### config.mk
export PLATFORM = sky130hd
export DESIGN_NAME = number_adder_seq
export DESIGN_NICKNAME = d
export VERILOG_FILES = /design/src/rtl/number_adder_seq.sv
export SDC_FILE = /design/constraint.sdc
export NUM_CORES = 1
export LEC_CHECK = 0
export ABC_AREA = 1
export BUFFER_PORTS_ARGS = -buffer_cell sky130_fd_sc_hd__buf_2
export CAP_MARGIN = 5
export CELL_PAD_IN_SITES_DETAIL_PLACEMENT = 1
export CELL_PAD_IN_SITES_GLOBAL_PLACEMENT = 1
export CORE_MARGIN = 1
export CORE_UTILIZATION = 35
export CTS_CLUSTER_DIAMETER = 60
export DETAILED_ROUTE_END_ITERATION = 7
export PLACE_DENSITY = 0.72
export SYNTH_ARGS = -nofsm -noshare
export SYNTH_HDL_FRONTEND = slang
export SYNTH_HIERARCHICAL = 1
export SYNTH_SLANG_ARGS = --single-unit
### constraint.sdc
create_clock -name clk -period 7.6 [get_ports clk]
set_clock_uncertainty 0.2 [all_clocks]
set_input_delay 1.14 -clock clk [delete_from_list [all_inputs] [get_ports clk]]
set_output_delay 1.14 -clock clk [all_outputs]
set_load 0.05 [all_outputs]
### src/rtl/number_adder_seq.sv
// number_adder_seq: wide (32*WORDS-bit) add sequenced through one 32-bit adder, LS word first.
// Define NUMBER_ADDER_SEQ_SUB_EN to add a 'sub' port that turns the operation into a - b.

module number_adder (
    input  logic [31:0] i_a,
    input  logic [31:0] i_b,
    input  logic        i_cin,
    output logic [31:0] o_sum,
    output logic        o_cout
);
    assign {o_cout, o_sum} = {1'b0, i_a} + {1'b0, i_b} + {32'd0, i_cin};
endmodule

module number_adder_seq #(
    parameter int WORDS = 4
) (
    input  logic                 clk,
    input  logic                 rst_n,
    input  logic                 in_valid,
    output logic                 in_ready,
    input  logic [32*WORDS-1:0]  a,
    input  logic [32*WORDS-1:0]  b,
    input  logic                 cin,
`ifdef NUMBER_ADDER_SEQ_SUB_EN
    input  logic                 sub,
`endif
    output logic                 out_valid,
    input  logic                 out_ready,
    output logic [32*WORDS-1:0]  sum,
    output logic                 cout,
    output logic                 busy
);
    localparam int N    = 32 * WORDS;
    localparam int IDXW = (WORDS > 1) ? $clog2(WORDS) : 1;

    typedef enum logic [1:0] {IDLE, ADD, DONE} state_t;

    state_t            r_state;
    state_t            w_nextState;
    logic [N-1:0]      r_a;
    logic [N-1:0]      r_b;
    logic [N-1:0]      r_sum;
    logic              r_carry;
    logic              r_cout;
    logic              r_sub;
    logic [IDXW-1:0]   r_idx;
    logic [31:0]       w_aWord;
    logic [31:0]       w_bRaw;
    logic [31:0]       w_bWord;
    logic [31:0]       w_addSum;
    logic              w_addCout;
    logic              w_lastWord;
    logic              w_subIn;

`ifdef NUMBER_ADDER_SEQ_SUB_EN
    assign w_subIn = sub;
`else
    assign w_subIn = 1'b0;
`endif

    always_comb begin
        w_aWord = '0;
        w_bRaw  = '0;
        for (int k = 0; k < WORDS; k++) begin
            if (r_idx == IDXW'(k)) begin
                w_aWord = r_a[32*k +: 32];
                w_bRaw  = r_b[32*k +: 32];
            end
        end
    end

    // Subtraction is a + ~b + 1; the +1 comes from the carry seeded at accept.
    assign w_bWord    = r_sub ? ~w_bRaw : w_bRaw;
    assign w_lastWord = (r_idx == IDXW'(WORDS - 1));

    number_adder u_adder (
        .i_a    (w_aWord),
        .i_b    (w_bWord),
        .i_cin  (r_carry),
        .o_sum  (w_addSum),
        .o_cout (w_addCout)
    );

    always_ff @(posedge clk or negedge rst_n) begin
        if (!rst_n) begin
            r_state <= IDLE;
        end else begin
            r_state <= w_nextState;
        end
    end

    always_comb begin
        w_nextState = r_state;
        case (r_state)
            IDLE:    if (in_valid)   w_nextState = ADD;
            ADD:     if (w_lastWord) w_nextState = DONE;
            DONE:    if (out_ready)  w_nextState = IDLE;
            default: w_nextState = IDLE;
        endcase
    end

    always_ff @(posedge clk or negedge rst_n) begin
        if (!rst_n) begin
            r_a     <= '0;
            r_b     <= '0;
            r_sum   <= '0;
            r_carry <= 1'b0;
            r_cout  <= 1'b0;
            r_sub   <= 1'b0;
            r_idx   <= '0;
        end else begin
            case (r_state)
                IDLE: begin
                    if (in_valid) begin
                        r_a     <= a;
                        r_b     <= b;
                        r_sub   <= w_subIn;
                        r_carry <= w_subIn | cin;
                        r_idx   <= '0;
                        r_sum   <= '0;
                        r_cout  <= 1'b0;
                    end
                end
                ADD: begin
                    for (int k = 0; k < WORDS; k++) begin
                        if (r_idx == IDXW'(k)) begin
                            r_sum[32*k +: 32] <= w_addSum;
                        end
                    end
                    r_carry <= w_addCout;
                    if (w_lastWord) begin
                        r_cout <= w_addCout;
                    end else begin
                        r_idx <= r_idx + IDXW'(1);
                    end
                end
                default: ;
            endcase
        end
    end

    assign in_ready  = (r_state == IDLE);
    assign out_valid = (r_state == DONE);
    assign busy      = (r_state != IDLE);
    assign sum       = r_sum;
    assign cout      = r_cout;
endmodule

**Word level (Yosys, flattened, before mapping)**

Cells that the tools add are included.

- Reduce and logical (&&, ||, !) cells: 12
- Multiplexer cells: 26
- Eq/ne operators: 12
- Add/sub/neg operators: 3

Operators with widths:

| kind | number |
|---|---|
| $mux 32 | 12 |
| $pmux 128 s2 | 1 |
| $mux 128 | 1 |
| $add 32x32->33 | 1 |
| $add 33x1->33 | 1 |
| $reduce_and 3->1 | 6 |
| $ne 2x2->1 const B | 6 |
| $mux 2 | 5 |
| $eq 2x2->1 const B | 3 |
| $pmux 2 s3 | 1 |
| $eq 2x1->1 const B | 2 |
| $logic_not 2->1 | 2 |
| $pmux 1 s2 | 2 |
| $pmux 2 s2 | 1 |
| $reduce_and 2->1 | 2 |
| $reduce_bool 2->1 | 2 |
| $mux 1 | 3 |
| $add 2x1->2 const B | 1 |
| $ne 2x1->1 const B | 1 |

- Word-level logic and storage cells: 63
- Flip-flop bits (word level): 390
- Output and inout bits: 132
- Bits of input ports: 261

**Logic depth before layout (Yosys ltp)**

Gate-level depths: netlist (run 1).

- Depth in word-level cells: 9
- Mapped depth: 25
- Gate-level depth less buffers: 24

**Hierarchy**

The synthesis (run 1) kept the hierarchy.

By module, submodules not included:

| module | times used | cells an instance | area an instance (um2) | seq. area each (um2) |
|---|---|---|---|---|
| number_adder_seq | 1 | 2,297 | 17,371.7 | 9,759.4 |
| number_adder | 1 | 505 | 2,393.5 | 0.0 |

**Worst setup path before layout (run 1)**

No wires, ideal clock.

- Path type: register to register
- From: register r_idx[0]
- To: register r_sum[124], in the netlist sum[124]
- Required time: 7.335 ns
- Cell stages (with the launch flop): 22
- Arrival: 3.176 ns
- Clock period less this slack: 3.441 ns
- Path slack: 4.159 ns
- Path through: dfrtp_1 > ha_1 > clkbuf_1 > clkbuf_1 > nor2_1 > nand2_1 > nand2_1 > fa_1 > fa_1 > nand3_1 > nand3_1 > nand2_1 > nand2_2 > nand2_1 > nand2_2 > nand2_1 > nand3_1 > nand2_1 > inv_1 > nor2_1 > nand2_1 > nand2_1

- Word-level cells in the longest chain between the ends: 9
- Elaborated cells between the ends (all ways): 18
- Those cells by class: add/sub: 2; eq/ne: 4; mux: 10; reduce/logical: 2

Ends and longest elaborated chain:

| item | line | source |
|---|---|---|
| start, declared | 46 | `logic [IDXW-1:0] r_idx;` |
| start signal, assigned | 134 | `r_idx <= r_idx + IDXW'(1);` |
| $logic_not 2->1 | 65 | `if (r_idx == IDXW'(k)) begin` |
| $mux 32 (3 in a row) | 65 |  |
| $mux 32 * | 65 |  |
| named net w_aWord[0] | 47 | `logic [31:0] w_aWord;` |
| $add 32x32->33 * | 11 | `assign {o_cout, o_sum} = {1'b0, i_a} + {1'b0, i_b} + {32'd0, i_cin};` |
| $add 33x1->33 * | 11 |  |
| named net w_addSum[28] | 50 | `logic [31:0] w_addSum;` |
| $mux 32 * | 126 | `if (r_idx == IDXW'(k)) begin` |
| $pmux 128 s2 * | 112 | `case (r_state)` |
| end signal, assigned by index | 127 | `r_sum[32*k +: 32] <= w_addSum;` |
| end, declared | 42 | `logic [N-1:0] r_sum;` |

The timed path passes the listed nets; every way through them passes the cells marked *. The select of a mux whose other input is x is not followed.
A chain may end at the register's enable or synchronous reset.

**Worst setup path after layout (run 1)**

- From: register r_idx[0]
- To: register r_sum[24], in the netlist sum[24]

- Word-level cells in the longest chain between the ends: 9
- Elaborated cells between the ends (all ways): 18
- Those cells by class: add/sub: 2; eq/ne: 4; mux: 10; reduce/logical: 2

Ends and longest elaborated chain:

| item | line | source |
|---|---|---|
| $logic_not 2->1 | 65 |  |
| $mux 32 (3 in a row) | 65 |  |
| $mux 32 * | 65 |  |
| named net w_bRaw[0] | 48 | `logic [31:0] w_bRaw;` |
| $add 32x32->33 * | 11 |  |
| $add 33x1->33 * | 11 |  |
| named net w_addSum[24] | 50 |  |
| $mux 32 * | 126 |  |
| $pmux 128 s2 * | 112 |  |

Marks and branches as above.

==> impl_metrics.tcl, run 1 <==
set metrics [dict create \
    grt_first_pass_wirelength_um 112000 \
    layout_commonest_cell "nand2_1" \
    cp_slowest_cell "nor2_4" \
    worst-path-buf-inv 4 \
    clk_pin_slew_ns 0.06 \
    grt_usage 0.255 \
    htree_levels 2 \
    start_kind "register" \
    setup_tns_ns 0 \
    cts_resized 0 \
    initial_core_util 0.357 \
    drive_gt1_frac 0.156 \
    min-delay-start "sum[39]" \
    clk_latency_ns 0.59 \
    grt_setup_unrepaired "no" \
    final_hold_viol_count 0 \
    seqCellArea_um2 9760 \
    synth.area.top_cells "dfrtp_1 (49%), nand2_1 (33%), nor2_1 (3.8%)" \
    reg2reg_to "sum[24]" \
    synth_edf_count 0 \
    ant_nets 0 \
    synth_area_leader_cell "dfrtp_1" \
    die_area_um2 57400 \
    reg2reg_depth 23 \
    fill_cells 7128 \
    row_count 86 \
    vias_per_cell 4.74 \
    cp_max_fo 33 \
    gr-total-overflow 0 \
    port-buffer-count 392 \
    antenna_found_initial 0 \
    post_cts_buffers 0 \
    cp_top_family "simple AND/OR/NAND/NOR gates" \
    whs_path_depth 2 \
    finalMaxSlewViolations 0 \
    worstHoldEndpoint "sum[39]" \
    synth_seq_area_share 0.494 \
    wl_um 72000 \
    synth_cell_types 29 \
    cts-root-buf "clkbuf_16" \
    reg2reg_slack_ns 2.69 \
    final_util 0.425 \
    path_cells "inv_1 > ha_1 > inv_1 > nor2_4 > buf_4 > nand2_1 > nand2_1 > nand2_1 > nand2_1 > fa_1 > fa_1 > nand3_1 > nand3_1 > nand2_1 > nand2_2 > nand3_1 > nand3_1 > nand2_1 > nand2_1 > inv_1 > nor2_1 > nand2_1 > nand2_1" \
    status "finished clean" \
    routabilityCongestion 0.884 \
    syn_inst 2802 \
    wl_per_cell_um 18.4 \
    via_count 18505 \
    place_hpwl_um 51900 \
    tritoncts "yes" \
    grt_pass1_vias 19497 \
    critPathKind "reg -> reg" \
    ys_ff_latch 390 \
    synth_fp_nets 3100 \
    worst_slew_pin_slew_ns 0.999 \
    period_needed_ns 4.91 \
    design.core.area_um2 55400 \
    synth_area_um2 19800 \
    post-route-period-util 0.646 \
    max_cap_violations 0 \
    fp.dieH_um 240 \
    cts_buffers 46 \
    synth.top_cell.area_share 0.494 \
    relSlewSlack 0.334 \
    hold_class "reg -> reg" \
    cp.required_ns 7.91 \
    setup_viol_count_final 0 \
    fin_nets 3428 \
    n_antenna_cell 0 \
    fmax_mhz 204 \
    async_reset_ff_frac 1.00 \
    final_cell_mix "nand2_1 (1,717), buf_2 (391), dfrtp_1 (390)" \
    yosys_warnings 6 \
    synthFlopType "dfrtp_1" \
    end_kind "register" \
    avgSynthCellArea_um2 7.05 \
    multiInputGateArea_um2 8670 \
    grt_max_degree 177 \
    cpPeakStageDelay_ns 0.69 \
    clk_path_buf_depth 3 \
    drtIter0Drc 1194 \
    dr.pass1.iters 5 \
    cts_hold_buf 0 \
    io-pin-count 393 \
    fp.dieW_um 240 \
    clkSinkCount 390 \
    crit_arrival_ns 5.22 \
    drc 0 \
    cpMostUsedCell "nand2_1" \
    syn_to_final_growth_pct 19.1 \
    rr_startpoint "r_idx[0]" \
]
## cell families (layout without fill, tap and decap cells)
| group | Yosys count | after routing | share of synthesized area |
|---|---|---|---|
| buffers and inverters | 288 | 643 | 0.0696 |
| flip-flops | 390 | 390 | 0.494 |
| XOR/XNOR | 15 | 15 | 0.00665 |
| AO/OA/AOI/OAI | 94 | 94 | 0.0241 |
| AND/OR/NAND/NOR | 1978 | 1978 | 0.382 |
| adder cells (fa/ha/maj) | 37 | 37 | 0.0242 |
## per-stage QoR
stage / std cells / setup slack, ns / instance area (um^2) / hold slack, ns
4_1_cts: 3905 / 2.65 / 23500 / 0.268
3_5_place_dp: 3830 / 2.70 / 22100 / 0.254
6_report: 3905 / 2.69 / 23500 / 0.262
3_3_place_gp: 3830 / 2.78 / 22100 / 0.249
2_1_floorplan: 2802 / 4.16 / 19800 / 0.249
5_1_grt: 3905 / 2.33 / 23500 / 0.285
## worst max-delay path by stage
stage | end | from | cells after the start
6_report | sum[24] | r_idx[0] | 23
5_1_grt | sum[24] | r_idx[0] | 23
4_1_cts | sum[24] | r_idx[0] | 23
3_5_place_dp | sum[24] | r_idx[0] | 23
3_3_place_gp | sum[120] | r_idx[0] | 23
2_1_floorplan | sum[124] | r_idx[0] | 21
## synth_stat cells, types with 2 or more instances
master and number:
a21oi_1 89, buf_1 8, buf_2 59, buf_4 13, buf_6 23, clkbuf_1 23
dfrtp_1 390, fa_1 2, ha_1 35, inv_1 161, nand2_1 1718, nand2_2 12
nand3_1 30, nand3b_1 2, nand4_1 4, nor2_1 200, nor2_2 3, nor3_1 5
o21ai_0 2, xor2_1 14
## layout make-up
type | count | area share
clock buffers | 62 | 0.0541
clock inverters | 13 | 0.00755
inverters | 162 | 0.0262
multi-input cells | 2124 | 0.368
flip-flops and latches | 390 | 0.415
well taps | 748 | 0.0398
repair buffers | 406 | 0.0893
## metal layers
layer  track usage  vias to the layer above  part of all wire
met5             0                        -                 0
met1         0.348                     8902              0.46
met2         0.415                      443              0.47
li1              -                     9045                 -
met4        0.0929                        0             0.033
met3        0.0319                      115             0.045
## flip-flops by register name (all words and copies together), names as in the netlist
name     flops
r_a        128
r_b        128
sum        128
r_idx        2
r_state      2
cout         1
r_carry      1
## worst min-delay path, stage by stage (launching register included)
cell and delay (ns):
dfrtp_1 0.34, nand2_1 0.05, nand2_1 0.04
Power of run 1 is not shown: default switching activity piles up to over one toggle a cycle in this logic, so the estimate is an artifact.
==> run 2, diff against run 1 <==
ABC_AREA = 0   (was 1)
PLACE_DENSITY = 0.7   (was 0.72)
clock period = 4.4 ns   (was 7.6 ns; I/O delays follow)
==> impl_metrics.tcl, run 2 <==
set metrics [dict create \
    grt_usage 0.234 \
    layout_commonest_cell "buf_2" \
    place_hpwl_um 46200 \
    via_count 15010 \
    final_util 0.454 \
    synth_area_leader_cell "dfrtp_1" \
    fp.dieH_um 233 \
    grt_use_met3 0.0495 \
    drc 0 \
    synth_area_um2 18600 \
    port-buffer-count 392 \
    cp_top_family "compound AO/OA/AOI/OAI gates" \
    post-route-period-util 0.971 \
    row_count 84 \
    synth.most_common_cell "dfrtp_1" \
    reg2reg_depth 16 \
    start_kind "register" \
    synth_common_cells "dfrtp_1 (390), nand2_1 (281), mux2_1 (240)" \
    fmax_mhz 234 \
    cts-root-buf "clkbuf_16" \
    syn_inst 1653 \
    drtIter0Drc 826 \
    setup_viol_count_final 0 \
    end_kind "register" \
    reg2reg_to "sum[125]" \
    use_met1 0.318 \
    drive_gt1_frac 0.319 \
    top_usage_layer "met2" \
    final_hold_viol_count 0 \
    worst_slew_pin_slew_ns 1.13 \
    path_cells "ha_1 > buf_4 > nor2_4 > buf_6 > clkbuf_16 > a21oi_2 > ha_1 > a211oi_2 > o21bai_2 > nand3_2 > o311a_4 > or4_4 > a31oi_4 > xor2_2 > nand2b_1 > o211ai_1" \
    critPathKind "reg -> reg" \
    cpMostUsedCell "ha_1" \
    cp.required_ns 4.68 \
    dr.pass1.iters 4 \
    avgSynthCellArea_um2 11.3 \
    final_cell_mix "buf_2 (391), dfrtp_1 (388), nand2_1 (281)" \
    hold_class "in -> reg" \
    htree_levels 2 \
    min-delay-start "a[87]" \
    io-pin-count 393 \
    gr-total-overflow 0 \
    grt_use_met2 0.377 \
    routabilityCongestion 0.847 \
    synth_seq_area_share 0.524 \
    relSlewSlack 0.247 \
    rr_startpoint "r_idx[0]" \
    fill_cells 5778 \
    crit_arrival_ns 4.55 \
    synth_cell_types 60 \
    wl_um 64600 \
    fin_nets 2385 \
    grt_max_degree 96 \
    ant_nets 0 \
    period_needed_ns 4.27 \
    design.core.area_um2 52600 \
    ys_ff_latch 390 \
    grt_first_pass_wirelength_um 97000 \
    initial_core_util 0.354 \
    antenna_found_initial 18 \
    wl_per_cell_um 22.9 \
    worstHoldEndpoint "r_a[87]" \
    clk_pin_slew_ns 0.06 \
    clkSinkCount 390 \
    worst-path-buf-inv 3 \
    grt_setup_unrepaired "yes" \
    cts_buffers 47 \
    whs_path_depth 2 \
    die_area_um2 54100 \
    clk_path_buf_depth 3 \
    yosys_warnings 6 \
    cp_max_fo 10 \
    grt_pass1_vias 15992 \
    max_cap_violations 0 \
    finalMaxSlewViolations 0 \
    async_reset_ff_frac 1.00 \
    synth.area.top_cells "dfrtp_1 (52%), mux2_1 (15%), nand2_1 (5.7%)" \
    tritoncts "yes" \
    synth_edf_count 0 \
    syn_to_final_growth_pct 28.0 \
    status "finished clean" \
    synth_fp_nets 1951 \
    vias_per_cell 5.33 \
    synth.top_cell.area_share 0.524 \
    reg2reg_slack_ns 0.13 \
    fp.dieW_um 233 \
    clk_latency_ns 0.58 \
    synthFlopType "dfrtp_1" \
    cp_slowest_cell "or4_4" \
    cpPeakStageDelay_ns 0.50 \
]
==> run 2: worst reg2reg max path, stage by stage, from the launching register on <==
cell	delay, ns
dfrtp_2	0.44
ha_1	0.25
buf_4	0.18
nor2_4	0.20
buf_6	0.16
clkbuf_16	0.18
a21oi_2	0.10
ha_1	0.35
a211oi_2	0.09
o21bai_2	0.26
nand3_2	0.15
o311a_4	0.43
or4_4	0.50
a31oi_4	0.21
xor2_2	0.17
nand2b_1	0.13
o211ai_1	0.17
==> run 2: repair_timing <==
action                                  4_1_cts  5_1_grt
gates cloned                                  0        4
endpoints found under the hold margin        82        0
resized for setup                             5       65
buffers inserted                              0       13
pin swaps                                     1       28
hold buffers                                  1        0
endpoints found under the setup margin       30       66
==> run 2: worst max-delay path by stage <==
stage / startpoint / endpoint / slack (ns) / depth (start not counted)
finish: r_idx[0] / sum[125] / 0.13 / 16
global route: r_idx[0] / sum[29] / -0.06 / 17
CTS: r_idx[1] / sum[26] / -0.03 / 18
detailed placement: r_idx[1] / sum[31] / -0.27 / 16
global placement: r_idx[1] / sum[127] / -0.01 / 16
floorplan: r_idx[0] / sum[30] / 0.03 / 18
==> run 2: metal layers <==
layer | up-vias | part of all wire
met1 | 7650 | 0.45
met5 | - | 0.0018
met3 | 116 | 0.052
met2 | 355 | 0.47
li1 | 6869 | -
met4 | 20 | 0.023
==> run 2: area by class of cell <==
type	count	area, um^2	share of cell area
Inverter	16	60.1	0.00252
Multi-Input combinational cell	1126	8470	0.355
Sequential cell	390	9760	0.410
Timing Repair Buffer	506	3100	0.130
Antenna cell	8	20.0	0.000840
Clock buffer	65	1370	0.0573
Tap cell	688	861	0.0361
Clock inverter	19	203	0.00850
==> run 2: cells by family (layout without fill, tap and decap cells) <==
logic type | count (synthesis) | in the layout | synth area share
DFF | 390 | 390 | 0.524
adders and majority gates | 37 | 37 | 0.0257
other | 0 | 8 | 0
buffers and inverters | 137 | 606 | 0.0402
and+or+nand+nor | 374 | 374 | 0.0868
xor gates and xnor gates | 30 | 30 | 0.0141
muxes | 257 | 257 | 0.155
AOI/OAI and AO/OA | 428 | 428 | 0.154
==> run 2: per-stage QoR <==
step / cells / TNS [ns] / hold slack, ns / cell area [um^2] / setup WS, ns
2_1_floorplan: 1653 / 0 / 0.164 / 18600 / 0.0265
3_3_place_gp: 2708 / -0.0218 / 0.268 / 21700 / -0.0134
3_5_place_dp: 2708 / -2.33 / 0.276 / 21700 / -0.269
4_1_cts: 2793 / -0.0393 / 0.0626 / 23300 / -0.0296
5_1_grt: 2817 / -0.430 / 0.0773 / 23800 / -0.0577
6_report: 2818 / 0 / 0.0975 / 23800 / 0.128
Power of run 2 is left out for the same reason.
